**src/rtl/uart_pkg.sv**
```systemverilog
// Shared UART definitions for the receiver and the chain-code byte transmitter.
// Holds the frame constants, the data width and the receiver state type.
package uart_pkg;

  localparam int unsigned DATA_BITS = 8;
  localparam logic        START_BIT = 1'b0;
  localparam logic        STOP_BIT  = 1'b1;

  // Index of the final data bit within a frame.
  localparam logic [2:0]  LAST_BIT_IDX = 3'(DATA_BITS - 1);

  typedef enum logic [2:0] {
    ST_IDLE  = 3'd0,
    ST_START = 3'd1,
    ST_DATA  = 3'd2,
    ST_STOP  = 3'd3,
    ST_BREAK = 3'd4
  } uart_rx_state_e;

endpackage

```
**src/rtl/uart_sync.sv**
```systemverilog
// N-flop synchroniser for an asynchronous single-bit input.
// All flops reset to 1 so an idle UART line reads as idle straight out of reset.
// Ports:
//   clk   - system clock
//   reset - asynchronous, active-high
//   d     - asynchronous input
//   q     - synchronised output (N clocks of latency)
module uart_sync #(
  parameter int unsigned N = 2
) (
  input  logic clk,
  input  logic reset,
  input  logic d,
  output logic q
);

  logic [N-1:0] r_sync;

  always_ff @(posedge clk or posedge reset) begin
    if (reset) begin
      r_sync <= '1;
    end else begin
      r_sync <= {r_sync[N-2:0], d};
    end
  end

  assign q = r_sync[N-1];

endmodule

```
**src/rtl/uart_rx.sv**
```systemverilog
// 8N1 UART receiver.
// Recovers LSB-first frames from the asynchronous line rx_in, reports each good
// byte with a one-cycle strobe, flags frames whose stop bit is low, and rejects
// start-bit glitches shorter than half a bit period.
// Ports:
//   clk       - system clock, all logic on posedge
//   reset     - asynchronous, active-high
//   rx_in     - serial line, idle high, asynchronous to clk
//   rx_data   - last good byte, held until the next good frame
//   rx_valid  - one-cycle pulse, rx_data updated in the same cycle
//   frame_err - one-cycle pulse when the stop bit samples low
//   rx_busy   - high whenever the receiver is not idle
module uart_rx
  import uart_pkg::*;
#(
  parameter int unsigned CLKS_PER_BIT = 16,
  parameter int unsigned SYNC_STAGES  = 2
) (
  input  logic                 clk,
  input  logic                 reset,
  input  logic                 rx_in,
  output logic [DATA_BITS-1:0] rx_data,
  output logic                 rx_valid,
  output logic                 frame_err,
  output logic                 rx_busy
);

  localparam int unsigned     CNT_W    = $clog2(CLKS_PER_BIT);
  localparam logic [CNT_W-1:0] CNT_HALF = CNT_W'(CLKS_PER_BIT / 2 - 1);
  localparam logic [CNT_W-1:0] CNT_LAST = CNT_W'(CLKS_PER_BIT - 1);

  logic                 w_rx_s;
  uart_rx_state_e       r_state;
  uart_rx_state_e       w_state_nxt;
  logic [CNT_W-1:0]     r_bit_cnt;
  logic [2:0]           r_bit_idx;
  logic [DATA_BITS-1:0] r_shreg;
  logic [DATA_BITS-1:0] r_data;
  logic                 r_valid;
  logic                 r_err;
  logic                 w_valid_nxt;
  logic                 w_err_nxt;
  logic                 w_sample;
  logic                 w_cnt_half;
  logic                 w_cnt_last;

  uart_sync #(
    .N (SYNC_STAGES)
  ) u_sync (
    .clk   (clk),
    .reset (reset),
    .d     (rx_in),
    .q     (w_rx_s)
  );

  assign w_cnt_half = (r_bit_cnt == CNT_HALF);
  assign w_cnt_last = (r_bit_cnt == CNT_LAST);

  always_ff @(posedge clk or posedge reset) begin
    if (reset) begin
      r_state <= ST_IDLE;
    end else begin
      r_state <= w_state_nxt;
    end
  end

  always_comb begin
    w_state_nxt = r_state;
    w_valid_nxt = 1'b0;
    w_err_nxt   = 1'b0;
    w_sample    = 1'b0;
    case (r_state)
      ST_IDLE: begin
        if (w_rx_s == START_BIT) begin
          w_state_nxt = ST_START;
        end
      end
      ST_START: begin
        // Half a period in: still low means a real start bit, otherwise a glitch.
        if (w_cnt_half) begin
          w_state_nxt = (w_rx_s == START_BIT) ? ST_DATA : ST_IDLE;
        end
      end
      ST_DATA: begin
        // START consumed half a period, so full-period counts land mid-bit.
        if (w_cnt_last) begin
          w_sample = 1'b1;
          if (r_bit_idx == LAST_BIT_IDX) begin
            w_state_nxt = ST_STOP;
          end
        end
      end
      ST_STOP: begin
        if (w_cnt_last) begin
          if (w_rx_s == STOP_BIT) begin
            w_valid_nxt = 1'b1;
            w_state_nxt = ST_IDLE;
          end else begin
            w_err_nxt   = 1'b1;
            w_state_nxt = ST_BREAK;
          end
        end
      end
      ST_BREAK: begin
        // Line held low after a bad stop bit: wait for idle before rearming.
        if (w_rx_s == STOP_BIT) begin
          w_state_nxt = ST_IDLE;
        end
      end
      default: begin
        w_state_nxt = ST_IDLE;
      end
    endcase
  end

  always_ff @(posedge clk or posedge reset) begin
    if (reset) begin
      r_bit_cnt <= '0;
      r_bit_idx <= '0;
      r_shreg   <= '0;
      r_data    <= '0;
      r_valid   <= 1'b0;
      r_err     <= 1'b0;
    end else begin
      // Cleared on every state change; also wraps explicitly between data bits
      // so non-power-of-two periods work.
      if ((w_state_nxt != r_state) || w_cnt_last) begin
        r_bit_cnt <= '0;
      end else begin
        r_bit_cnt <= r_bit_cnt + 1'b1;
      end

      if (r_state != ST_DATA) begin
        r_bit_idx <= '0;
      end else if (w_sample) begin
        r_bit_idx <= r_bit_idx + 1'b1;
      end

      if (w_sample) begin
        r_shreg[r_bit_idx] <= w_rx_s;
      end

      r_valid <= w_valid_nxt;
      r_err   <= w_err_nxt;
      if (w_valid_nxt) begin
        r_data <= r_shreg;
      end
    end
  end

  assign rx_data   = r_data;
  assign rx_valid  = r_valid;
  assign frame_err = r_err;
  assign rx_busy   = (r_state != ST_IDLE);

endmodule

```
**config.mk**
```make
export PLATFORM = sky130hd
export DESIGN_NAME = uart_rx
export DESIGN_NICKNAME = d
export VERILOG_FILES = /design/src/rtl/uart_pkg.sv /design/src/rtl/uart_sync.sv /design/src/rtl/uart_rx.sv
export SDC_FILE = /design/constraint.sdc
export NUM_CORES = 1
export LEC_CHECK = 0
export BUFFER_PORTS_ARGS = -buffer_cell sky130_fd_sc_hd__clkbuf_2
export CAP_MARGIN = 20
export CELL_PAD_IN_SITES_DETAIL_PLACEMENT = 1
export CELL_PAD_IN_SITES_GLOBAL_PLACEMENT = 1
export CORE_MARGIN = 1.5
export CORE_UTILIZATION = 35
export CTS_BUF_LIST = sky130_fd_sc_hd__clkbuf_16
export CTS_CLUSTER_SIZE = 30
export DETAILED_ROUTE_END_ITERATION = 7
export PLACE_DENSITY = 0.71
export SLEW_MARGIN = 30
export SYNTH_ARGS = -nofsm -noshare
export SYNTH_HDL_FRONTEND = slang
export SYNTH_SLANG_ARGS = --single-unit
```
**constraint.sdc**
```tcl
create_clock -name clk -period 1.7 [get_ports clk]
set_input_delay 0.34 -clock clk [delete_from_list [all_inputs] [get_ports clk]]
set_output_delay 0.34 -clock clk [all_outputs]
set_load 0.005 [all_outputs]
```
# Yosys cells after proc, flatten, opt, wreduce, memory -nomap -nowiden
# Cells that the tools add are included.
[word_totals]
reg_bits = 30
latchBits = 0
ramBits = 0
mem_bits_ro = 0
inputBits = 3
output_inout_bits = 11
elab_cells = 49
memories = 0
[op_classes]
n_addsub = 2
multipliers = 0
div_mod_pow = 0
n_lt_le_gt_ge = 2
n_eq_ne = 9
shifts = 0
mux = 23
n_bitwise = 0
reduce_logical = 5
[op_table]
columns = ["cell", "count"]
rows = [
  ["two-way mux 3 bit", 9],
  ["one-hot mux 3 bit (5 select lines)", 1],
  ["two-way mux 1 bit", 9],
  ["bitwise mux 8 bit", 1],
  ["== test 3 x 2 -> 1 bit, second input constant", 2],
  ["== test 3 bit, second input constant", 2],
  ["adder 4 x 1 -> 4 bit, second input constant", 1],
  ["== test 4 x 3 -> 1 bit, second input constant", 1],
  ["== test 4 bit, second input constant", 1],
  ["< comparator 3 x 4 -> 1 bit, second input constant", 1],
  ["two-way mux 4 bit", 1],
  ["adder 3 x 1 -> 3 bit, second input constant", 1],
  ["demux 1 bit (select 3 bit)", 1],
  ["== test 3 x 1 -> 1 bit, second input constant", 1],
  [">= comparator 3 x 1 -> 1 bit, second input constant", 1],
  ["zero test 3 bit", 1],
  ["inequality test 3 x 2 -> 1 bit, second input constant", 1],
  ["inequality test 3 bit", 1],
  ["nonzero test 3 bit", 1],
  ["two-way mux 2 bit", 1],
  ["nonzero test 2 bit", 1],
  ["logical AND 1 bit", 1],
  ["logical OR 1 bit", 1],
]

# Depth between registers and ports, before layout
[logic_depth]
ltp_word = 7
mapped_depth = 6

# By module
# Synthesis repeated with hierarchy kept, for this count alone.
[hier_totals]
hier_cells = 112
area_unflattened_um2 = 1347.5
[modules_own_cells]
columns = ["mod", "n_inst", "cells_per_inst", "area_each_um2", "seq_area_each_um2"]
rows = [
  ["uart_rx", 1, 109, 1291.2, 700.7],
  ["uart_sync", 1, 3, 56.3, 52.6],
]

# Least setup slack after synthesis
# OpenSTA, ideal clock, no wires.
[synth_path]
kind = "reg-to-reg"
from = "register r_bit_cnt[0]"
to = "register r_data[0], in the netlist rx_data[0]"
t_arrival_ns = 1.594
required_time_ns = 1.575
setup_slack_ns = -0.019
path_stages_with_launch = 7
synth_period_minus_slack_ns = 1.719
path_cell_list = "dfrtp_1 ha_1 nand4_4 nand2b_4 or2_1 buf_6 mux2_4"
[synth_via]
elab_chain_len = 3
[synth_rtl]
columns = ["element", "line", "rtl"]
rows = [
  ["start: declaration", "uart_rx.sv:35", "logic [CNT_W-1:0] r_bit_cnt;"],
  ["start signal: assignment", "uart_rx.sv:130", "r_bit_cnt <= r_bit_cnt + 1'b1;"],
  ["== test 4 bit", "uart_rx.sv:57", "assign w_cnt_last = (r_bit_cnt == CNT_LAST);"],
  ["two-way mux 1 bit", "uart_rx.sv:94", "if (w_cnt_last) begin"],
  ["two-way mux 1 bit", "uart_rx.sv:72", "case (r_state)"],
  ["end signal: assignment", "uart_rx.sv:146", "r_data <= r_shreg;"],
  ["end: declaration", "uart_rx.sv:38", "logic [DATA_BITS-1:0] r_data;"],
]
# Every way passes these cells.
# A chain may end at the register's enable or synchronous reset.

# Worst setup path in the final report
[layout_path]
from = "register r_bit_cnt[1]"
to = "register r_shreg[5]"
[layout_via]
elab_chain_len = 3
[layout_rtl]
columns = ["element", "line", "rtl"]
rows = [
  ["== test 4 bit", "uart_rx.sv:57", ""],
  ["two-way mux 1 bit", "uart_rx.sv:86", "if (w_cnt_last) begin"],
  ["two-way mux 1 bit", "uart_rx.sv:72", ""],
  ["end signal: indexed assignment", "uart_rx.sv:140", "r_shreg[r_bit_idx] <= w_rx_s;"],
  ["end: declaration", "uart_rx.sv:37", "logic [DATA_BITS-1:0] r_shreg;"],
]
# Every way passes these cells.

==> reports/metrics.sh <==
SYN_TO_FINAL_GROWTH_PCT=30.7
SETUP_VIOLATIONS=1
VIAS=950
START_KIND='flip-flop'
FP.DIEW_UM=66.4
POWER.SEQUENTIAL.FRACTION=0.381
TOTAL_POWER_mW=2.25
TIMING.CRITICAL_PATH.ARRIVAL_NS=1.90
CORE.ROWCOUNT=22
DRC=0
FINAL_CRITICAL_PATH_SHARE_OF_THE_CLOCK_PERIOD=1.03
GPL.FINAL_WEIGHTED_CONGESTION=0.786
NETLIST_AREA_UM2=1410
PORT-BUFFER-COUNT=13
PATH_CLASS='flip-flop to flip-flop'
REG2REGPATHDEPTH=6
CRIT-REG2REG-LAUNCH='r_bit_cnt[1]'
POST_DRT_ANTENNA_NETS=0
NUMBER_OF_SEARCH_AND_REPAIR_ITERATIONS_IN_THE_FIRST_DETAILED_ROUTING_PASS=4
SHARE_COMB_OF_TOTAL_POWER=0.246
YOSYS_REGISTER_BITS=30
INSERTION_DELAY_NS=0.28
INTERNAL_POWER_mW=1.57
HP-CLASS='input port to asynchronous set/reset pin'
SHARE_OF_THE_SYNTHESIZED_AREA_IN_THE_TOP_CELL_TYPE=0.498
ROUTED-WL-MET2_UM=1560
DIE_HEIGHT_UM=66.4
SHARE_CLK_OF_TOTAL_POWER=0.373
GRT_PASS1_VIAS=970
SYN_INST=114
FIN_NETS=148
RELSLEWSLACK=0.673
RUN_STATUS='finished with violations'
PEAKVDDDROP_uV=630
FP.COREAREA_UM2=3770
IOS=14
FINAL.MIN_CLOCK_PERIOD_NS=1.75
CTS.PATH.MAX_BUFFERS=2
TIMING.FINAL.WS_SETUP_NS=-0.0455
SYNTH_NETS=120
CTS_ROOT_BUF='clkbuf_16'
SYNTHARSTFLOPSHARE=1.00
SYNTH_SEQ_AREA_SHARE=0.536
WORST_CLOCK_SKEW_NS=0.00460
POWER_SWITCHING_SHARE=0.301
REG2REG_TO='r_shreg[5]'
RSZ0062_AT_GRT='true'
WIRELENGTH_UM=3240
CTS_TREE='built'
P_SWITCHING_mW=0.677
ANTENNA_CELLS=0
ROUTED.TOP_LAYER='met4'
GRT_MAX_DEGREE=21
VIASPERCELL=4.97
P_LEAK_nW=0.928
SYNTH.CELLS.MOST_FREQUENT='28 x dfrtp_1, 11 x nand2_1, 11 x nor2_1'
CTS_BUFFERS=5
SYNTH.MOST_COMMON_CELL='dfrtp_1'
SYNTH-EDFF-COUNT=0
CRITICAL_PATH_REQUIRED_NS=1.86
CRITPATHMAXFANOUT=4
FP.DIEAREA_UM2=4410
GLOBAL_ROUTE.OVERFLOW_TOTAL=0
GRT_ANTENNA_BEFORE_REPAIR=0
ROUTE.MET3.WL_UM=109
DRT_ITER0_MARKERS=43
CTS_SINKS=30
TIMING_HOLD_VIOLATIONS_FINAL=0
CTSHTREEMAXLEVEL=2
CRIT_END='r_shreg[5]'
POST_SYNTH_MAIN_AREA_CONTRIBUTORS='dfrtp_1 50%, mux2_4 8.5%, mux2_1 4.0%'
SYNTH_CELL_TYPES=32
VIOLATIONS='setup timing'
WIRE_PER_INST_UM=17.0
CLOCK.FMAX_GHz=0.573
LAYOUT.CORE_UTILIZATION=0.487
END_KIND='flip-flop'
TIGHTEST_SLEW_NS=0.490
YOSYS.AREA.TOP_TYPE='dfrtp_1'
INITIAL_UTILIZATION=0.373
POWER_DENSITY_nW_PER_UM2=1220
MET1_LENGTH_UM=1460
GRT_PASS1_WL_UM=4860
DOMINANTREGCELLSYNTH='dfrtp_1'
DRV_SLEW=0
RRSETUPSLACK_NS=-0.05
CRIT_START='r_bit_cnt[1]'
DP.FINAL_HPWL_UM=2000
GRT_USE_TOTAL=0.153
CTS.CLK_SLEW.WORST_PATHS_NS=0.05
SYNTH.AVG_CELL_AREA_UM2=12.3
SYNTH_WARNINGS=0
LAYOUT-DRIVE-GT1-SHARE=0.448
DRV_CAP=0
[flip-flops by register name (all words and copies together) (netlist names)]
name           flops
r_bit_idx          3
u_sync.r_sync      2
rx_valid           1
r_state            3
r_shreg            8
frame_err          1
rx_data            8
r_bit_cnt          4
[worst min path at each step]
stage | end | slack [ns] | cells after the start
detailed placement | u_sync.r_sync[1] | 0.35 | 0
finish | r_bit_idx[1] | 0.06 | 2
global placement | u_sync.r_sync[1] | 0.35 | 0
floorplan | u_sync.r_sync[0] | 0.34 | 0
CTS | r_bit_idx[1] | 0.08 | 2
global route | r_bit_idx[1] | 0.11 | 2
[cells by family after synthesis]
group                    synth area share
AND/OR/NAND/NOR                     0.173
flip-flops                          0.536
multiplexers                        0.164
buffers and inverters              0.0356
AO/OA/AOI/OAI                      0.0400
XOR/XNOR                           0.0249
adder cells (fa/ha/maj)            0.0267
[layer usage]
layer | vias to the layer above | track usage
met4 | 0 | 0.0689
met3 | 7 | 0.0477
li1 | 445 | -
met2 | 19 | 0.251
met1 | 479 | 0.183
met5 | - | 0
[through the flow]
stage / std cells / cell area (um^2) / setup TNS (ns) / hold WS [ns] / setup WS (ns)
2_1_floorplan: 114 / 1410 / 0 / 0.344 / 0.0346
3_3_place_gp: 181 / 1610 / -0.00169 / 0.347 / -0.00102
3_5_place_dp: 181 / 1610 / -0.238 / 0.348 / -0.0343
4_1_cts: 189 / 1760 / 0 / 0.0794 / 0.00247
5_1_grt: 191 / 1840 / -0.428 / 0.110 / -0.132
6_report: 191 / 1840 / -0.0455 / 0.0616 / -0.0455
[power by group through the flow]
stage / sequential, mW / clock, mW / combinational (mW)
after detailed placement: 0.850 / 0 / 0.480
after global placement: 0.847 / 0 / 0.454
after CTS: 0.838 / 0.850 / 0.492
after floorplan: 0.822 / 0 / 0.345
final: 0.857 / 0.839 / 0.554
after global routing: 0.864 / 0.881 / 0.609
[repair_timing]
action                                  in CTS  in global routing
endpoints found under the setup margin       9                 16
buffers inserted                             0                  2
pin swaps                                    0                  7
hold buffers                                 0                  0
resized for setup                            2                 14
[final cells by class]
cell class	count	area, um^2
Inverter	3	11.3
Clock inverter	3	16.3
Sequential cell	30	753
Tap cell	48	60.1
Fill cell	406	1930
Clock buffer	5	125
Timing Repair Buffer	28	198
Multi-Input combinational cell	74	674
[cell usage in the layout, fill, tap and decap left out, types with 2 or more instances in the layout]
master and instances:
a21oi_1 2, buf_4 12, buf_6 2, clkbuf_16 5, clkbuf_2 13, dfrtp_1 28, dfstp_2 2, ha_1 2
inv_1 3, mux2_2 3, mux2_4 13, mux2i_1 2, nand2_1 11, nand3_1 2, nand3_2 2, nor2_1 11
nor2b_1 3, nor3_1 2, nor4_2 2, o21ai_0 2, o31a_1 2, xor2_1 3
[worst max-delay path, stage by stage (launching register included)]
cell	delay [ns]
dfrtp_1	0.40
ha_4	0.17
nand4_4	0.07
buf_6	0.15
nor4b_4	0.35
nand2_1	0.15
mux2_4	0.34
Power figures use the tool's default switching activity.
